===== src/rtl/sgd_add_tree_acc.sv =====
// sgd_add_tree_acc
//   Masked adder tree over LANES = 2**TREE_DEPTH signed lanes, followed by a
//   saturating accumulate/output register. Each tree stage is registered and
//   grows by one bit, so the tree itself can never overflow. A single global
//   stall (advance) freezes every stage while a result waits downstream.
//
// Ports
//   clk             rising-edge clock
//   rst_n           synchronous reset, ACTIVE HIGH (legacy name kept)
//   acc_mode        0: one result per beat, 1: accumulate until last beat
//   v_input         lane operands (signed, DATA_WIDTH each)
//   v_input_enable  per-lane mask, a disabled lane contributes 0
//   v_input_valid   beat present
//   v_input_last    closes an accumulation group (mode 1 only)
//   v_input_ready   beat accepted when valid && ready
//   v_output        signed ACC_WIDTH result
//   v_output_valid  result present
//   v_output_ovf    result was saturated (qualified by v_output_valid)
//   v_output_ready  downstream accepts result
module sgd_add_tree_acc #(
    parameter int unsigned TREE_DEPTH = 3,
    parameter int unsigned DATA_WIDTH = 32,
    parameter int unsigned ACC_WIDTH  = 48
) (
    input  logic                         clk,
    input  logic                         rst_n,
    input  logic                         acc_mode,
    input  logic signed [DATA_WIDTH-1:0] v_input        [2**TREE_DEPTH],
    input  logic                         v_input_enable [2**TREE_DEPTH],
    input  logic                         v_input_valid,
    input  logic                         v_input_last,
    output logic                         v_input_ready,
    output logic signed [ACC_WIDTH-1:0]  v_output,
    output logic                         v_output_valid,
    output logic                         v_output_ovf,
    input  logic                         v_output_ready
);

    localparam int unsigned LANES = 2**TREE_DEPTH;

    localparam logic signed [ACC_WIDTH-1:0] ACC_MAX = {1'b0, {(ACC_WIDTH-1){1'b1}}};
    localparam logic signed [ACC_WIDTH-1:0] ACC_MIN = {1'b1, {(ACC_WIDTH-1){1'b0}}};

    logic advance;

    always_comb begin
        advance       = !v_output_valid || v_output_ready;
        v_input_ready = advance;
    end

    // Stage 0 is the masked input (combinational); stages 1..TREE_DEPTH are
    // registers holding LANES>>k partial sums of width DATA_WIDTH+k.
    genvar k;
    for (k = 0; k <= TREE_DEPTH; k++) begin : g_stage
        localparam int unsigned N = LANES >> k;
        localparam int unsigned W = DATA_WIDTH + k;

        logic signed [W-1:0] sum [N];
        logic                valid;
        logic                last;
        logic                mode;

        if (k == 0) begin : g_in
            always_comb begin
                for (int unsigned i = 0; i < N; i++) begin
                    sum[i] = v_input_enable[i] ? v_input[i] : '0;
                end
                valid = v_input_valid;
                last  = v_input_last;
                mode  = acc_mode;
            end
        end else begin : g_reg
            always_ff @(posedge clk) begin
                if (rst_n) begin
                    valid <= 1'b0;
                end else if (advance) begin
                    valid <= g_stage[k-1].valid;
                    last  <= g_stage[k-1].last;
                    mode  <= g_stage[k-1].mode;
                    for (int unsigned i = 0; i < N; i++) begin
                        sum[i] <= W'(g_stage[k-1].sum[2*i]) + W'(g_stage[k-1].sum[2*i+1]);
                    end
                end
            end
        end
    end

    logic                        tree_valid;
    logic                        tree_last;
    logic                        tree_mode;
    logic signed [ACC_WIDTH-1:0] tree_ext;
    logic signed [ACC_WIDTH-1:0] acc;
    logic signed [ACC_WIDTH-1:0] base;
    logic signed [ACC_WIDTH:0]   wide;
    logic signed [ACC_WIDTH-1:0] sat_sum;
    logic                        sat_hit;
    logic                        group_open;
    logic                        sticky;

    // One guard bit detects overflow of the accumulate add; clamp to the
    // representable range in the direction of the true sum.
    always_comb begin
        tree_valid = g_stage[TREE_DEPTH].valid;
        tree_last  = g_stage[TREE_DEPTH].last;
        tree_mode  = g_stage[TREE_DEPTH].mode;
        tree_ext   = ACC_WIDTH'(g_stage[TREE_DEPTH].sum[0]);
        base       = group_open ? acc : '0;
        wide       = (ACC_WIDTH+1)'(base) + (ACC_WIDTH+1)'(tree_ext);
        sat_hit    = wide[ACC_WIDTH] != wide[ACC_WIDTH-1];
        if (!sat_hit) begin
            sat_sum = wide[ACC_WIDTH-1:0];
        end else if (wide[ACC_WIDTH]) begin
            sat_sum = ACC_MIN;
        end else begin
            sat_sum = ACC_MAX;
        end
    end

    always_ff @(posedge clk) begin
        if (rst_n) begin
            acc            <= '0;
            group_open     <= 1'b0;
            sticky         <= 1'b0;
            v_output       <= '0;
            v_output_valid <= 1'b0;
            v_output_ovf   <= 1'b0;
        end else if (advance) begin
            v_output_valid <= 1'b0;
            if (tree_valid) begin
                if (!tree_mode) begin
                    // pass-through beat; an open group is left untouched
                    v_output       <= tree_ext;
                    v_output_ovf   <= 1'b0;
                    v_output_valid <= 1'b1;
                end else if (tree_last) begin
                    v_output       <= sat_sum;
                    v_output_ovf   <= sticky || sat_hit;
                    v_output_valid <= 1'b1;
                    acc            <= '0;
                    group_open     <= 1'b0;
                    sticky         <= 1'b0;
                end else begin
                    acc        <= sat_sum;
                    group_open <= 1'b1;
                    sticky     <= sticky || sat_hit;
                end
            end
        end
    end

endmodule


===== config.mk =====
export PLATFORM = sky130hd
export DESIGN_NAME = sgd_add_tree_acc
export DESIGN_NICKNAME = d
export VERILOG_FILES = /design/src/rtl/sgd_add_tree_acc.sv
export SDC_FILE = /design/constraint.sdc
export NUM_CORES = 1
export LEC_CHECK = 0
export CORE_MARGIN = 2
export CORE_UTILIZATION = 30
export CTS_CLUSTER_SIZE = 16
export DETAILED_ROUTE_END_ITERATION = 10
export GPL_TIMING_DRIVEN = 1
export SLEW_MARGIN = 10
export SYNTH_ARGS = -nofsm -noshare
export SYNTH_HDL_FRONTEND = slang
export SYNTH_SLANG_ARGS = --single-unit

===== constraint.sdc =====
create_clock -name clk -period 23.9 [get_ports clk]
set_input_delay 2.39 -clock clk [delete_from_list [all_inputs] [get_ports clk]]
set_output_delay 2.39 -clock clk [all_outputs]
set_load 0.005 [all_outputs]

==> impl_metrics.ini <==
[synth]
synth_edf_count = 241
synth.avg_cell_area_um2 = 9.103
syn_nets = 3469
yosys.area.top_type = edfxtp_1
synthDistinctLibCells = 81
synth.area.top_cells = edfxtp_1, ha_1, dfxtp_1
synth-seq-area-share_pct = 35.05
ys_async_sr_fraction_pct = 0
ys_seq_elements = 344
netlist_instances = 2915
yosysTopAreaCellShare_pct = 27.27
netlist_area_mm2 = 0.02653
synth_ff_type = edfxtp_1
ys.warnings.count = 0

[cts]
post_cts_resized = 0
clock_latency_ps = 580
cts_tree = built
path_clk_slew_ps = 50
clock_sinks = 344
cts_hold_buf = 0
root_buffer = clkbuf_16
post_cts_buffers = 0
clock_path_buffers = 3
cts_buffers = 43
cts_max_level = 2

[power]
p_per_area_mw_per_mm2 = 70.81
intPower_mw = 1.487
p_sw_share_pct = 34.93
power_frac_comb_pct = 36.1
p_clk_share_pct = 27.2
net-switching-power_mw = 0.7985
ir_worst_vdd_v = 0.00004301
cellLeakagePower_nw = 13.27
seq_power_share_pct = 36.7

[drt]
firstDrtPassIters = 7
met3WireLength_mm = 3.844
via_per_inst = 5.078
routed.top_layer = met4
routed_wl_mm = 76.63
drc_errors = 0
met1Wirelength_mm = 35.59
detail-route-antenna-nets = 0
route.vias.total = 22330
drt-initial-drc-count = 1343
met2_wirelength_mm = 35.82
routedWlPerCell_um = 17.42

[placement]
place_ws_ps = 17170
gp_congestion = 0.9239
place_inst = 4317
dpl.hpwl_mm = 60.86
io_buffers = 320
placed_area_mm2 = 0.03094

[timing]
rsz0062_at_grt = no
fin_crit_sh_pct = 26.19
worst_clock_skew_ps = 26.76
fin_setup_tns_ps = 0
setup_ws_ps = 17640
fmax_ghz = 0.1597
slew_violations = 0
finalHoldViolations = 0
tightest_slew_ps = 1038
finalSetupViolCount = 0
relSlewSlack_pct = 30.57
timing.final.crit_period_ps = 6260

[worst_setup_path]
cp-startpoint = v_output_ready
setup.worst_path.end_class = output pin
cp.arrival_ps = 3870
critPathRequiredTime_ps = 21510
reg2reg_depth = 13
reg2reg_from = group_open
critPathMaxFanout = 11
r2r_setup_slack_ps = 18790
crit_end = v_input_ready
rr_endpoint = v_output[19]
criticalPathCategory = input port to output pin
start_kind = input port

[floorplan]
die_h_um = 301.4
die_area_mm2 = 0.09084
ios = 321
dieWidth_um = 301.4
core_area_mm2 = 0.08797
rows = 109
initial_core_util_pct = 30.16

[final_layout]
nets = 3751
syn_to_final_growth_pct = 21.66
final_cells = 4398
final_layout_size_suffix_gt1_share_pct = 3.529
postLayoutCoreUtil_pct = 36.70
postLayoutCellArea_mm2 = 0.03228

[global_routing]
grt_max_degree = 177
antenna_found_initial = 3
grt_pass1_vias = 21750
grt_pass1_wl_mm = 119.7
grt_overflow_total = 0
grt_usage_pct = 16.51

[outcome]
outcome = finished clean

[worst_hold_path]
hold_path_depth = 0
hold_path_class = flip-flop to flip-flop

[run]
drv_cap = 0
-- layout make-up --
type / count / area [µm²]
Antenna cell: 3 / 7.507
Clock buffer: 58 / 1152
Clock inverter: 20 / 181.4
Fill cell: 8986 / 55680
Inverter: 74 / 277.8
Multi-Input combinational cell: 2400 / 16590
Sequential cell: 344 / 9300
Tap cell: 1165 / 1458
Timing Repair Buffer: 334 / 3316
-- worst min path at each step --
| stage | slack, ps | endpoint | start |
|---|---|---|---|
| floorplan | 400 | g_stage[2].last | g_stage[1].last |
| global placement | 410 | g_stage[3].mode | g_stage[2].mode |
| detailed placement | 410 | g_stage[2].last | g_stage[1].last |
| CTS | 420 | g_stage[2].last | g_stage[1].last |
| global route | 420 | g_stage[2].last | g_stage[1].last |
| finish | 420 | g_stage[2].last | g_stage[1].last |
-- cell usage in the layout (no fill, tap or decap), drive strengths merged, types with 8 or more instances in the layout --
cell type and instances:
clkinv 12, nor2b 30, o21bai 29, xnor2 174, a211oi 33, dfxtp 103
fa 8, a21o 121, buf 15, and3 27, o21a 32, edfxtp 241
nand4 32, inv 77, a31oi 16, and2 319, nand2b 32, clkdlybuf4s50 319
o31ai 9, a211o 9, a22oi 8, ha 276, o21ai 185, a221oi 22
nand3 48, xor2 64, nor3 55, nor2 228, a21oi 273, o22ai 13
a31o 11, or3 16, nand2 171, nor4 16, clkbuf 58, a21boi 9
a221o 17, o211ai 18
-- through the flow --
| step | hold WS (ps) | total power, mW |
|---|---|---|
| 6_report | 418.5 | 2.286 |
| 5_1_grt | 422.5 | 2.429 |
| 4_1_cts | 420.5 | 2.301 |
| 3_5_place_dp | 408.4 | 1.672 |
| 3_3_place_gp | 405.4 | 1.670 |
| 2_1_floorplan | 400.3 | 1.417 |
-- sequential cells by signal (all words and copies together) (netlist names) --
signal	flops
v_output_ovf	1
v_output_valid	1
group_open	1
g_stage.mode	3
g_stage.sum	235
sticky	1
g_stage.valid	3
v_output	48
acc	48
g_stage.last	3
-- power by group through the flow --
stage	combinational, mW	clock, mW	sequential, mW
6_report	0.825	0.622	0.838
5_1_grt	0.925	0.658	0.845
4_1_cts	0.826	0.636	0.839
3_5_place_dp	0.821	0	0.851
3_3_place_gp	0.819	0	0.851
2_1_floorplan	0.604	0	0.813
-- Yosys cell counts, drive strengths merged (55+ instances only) --
master	number
clkbuf	81
edfxtp	241
dfxtp	103
o21ai	185
a21oi	273
a21o	121
inv	74
ha	276
nand2	171
xor2	64
nor3	55
and2	319
xnor2	174
nor2	228
-- worst max-delay path, stage by stage --
cell and delay, ps:
clkdlybuf4s50_1 440, nand2b_1 430, clkdlybuf4s50_1 600
-- routing by layer --
metal,vias to the layer above,track usage [%]
met5,-,0
met4,0,4.146
met3,78,2.255
met2,542,27.45
met1,10450,22.50
li1,11260,-
-- cell families after synthesis --
family / count (synthesis) / synth area share [%]
muxes: 6 / 0.2311
AOI/OAI and AO/OA: 875 / 21.22
DFF: 344 / 35.05
xor gates and xnor gates: 238 / 7.856
buffers and inverters: 171 / 2.532
adders and majority gates: 288 / 13.77
and+or+nand+nor: 993 / 19.34
No activity file was read; power rests on OpenSTA's default activity.
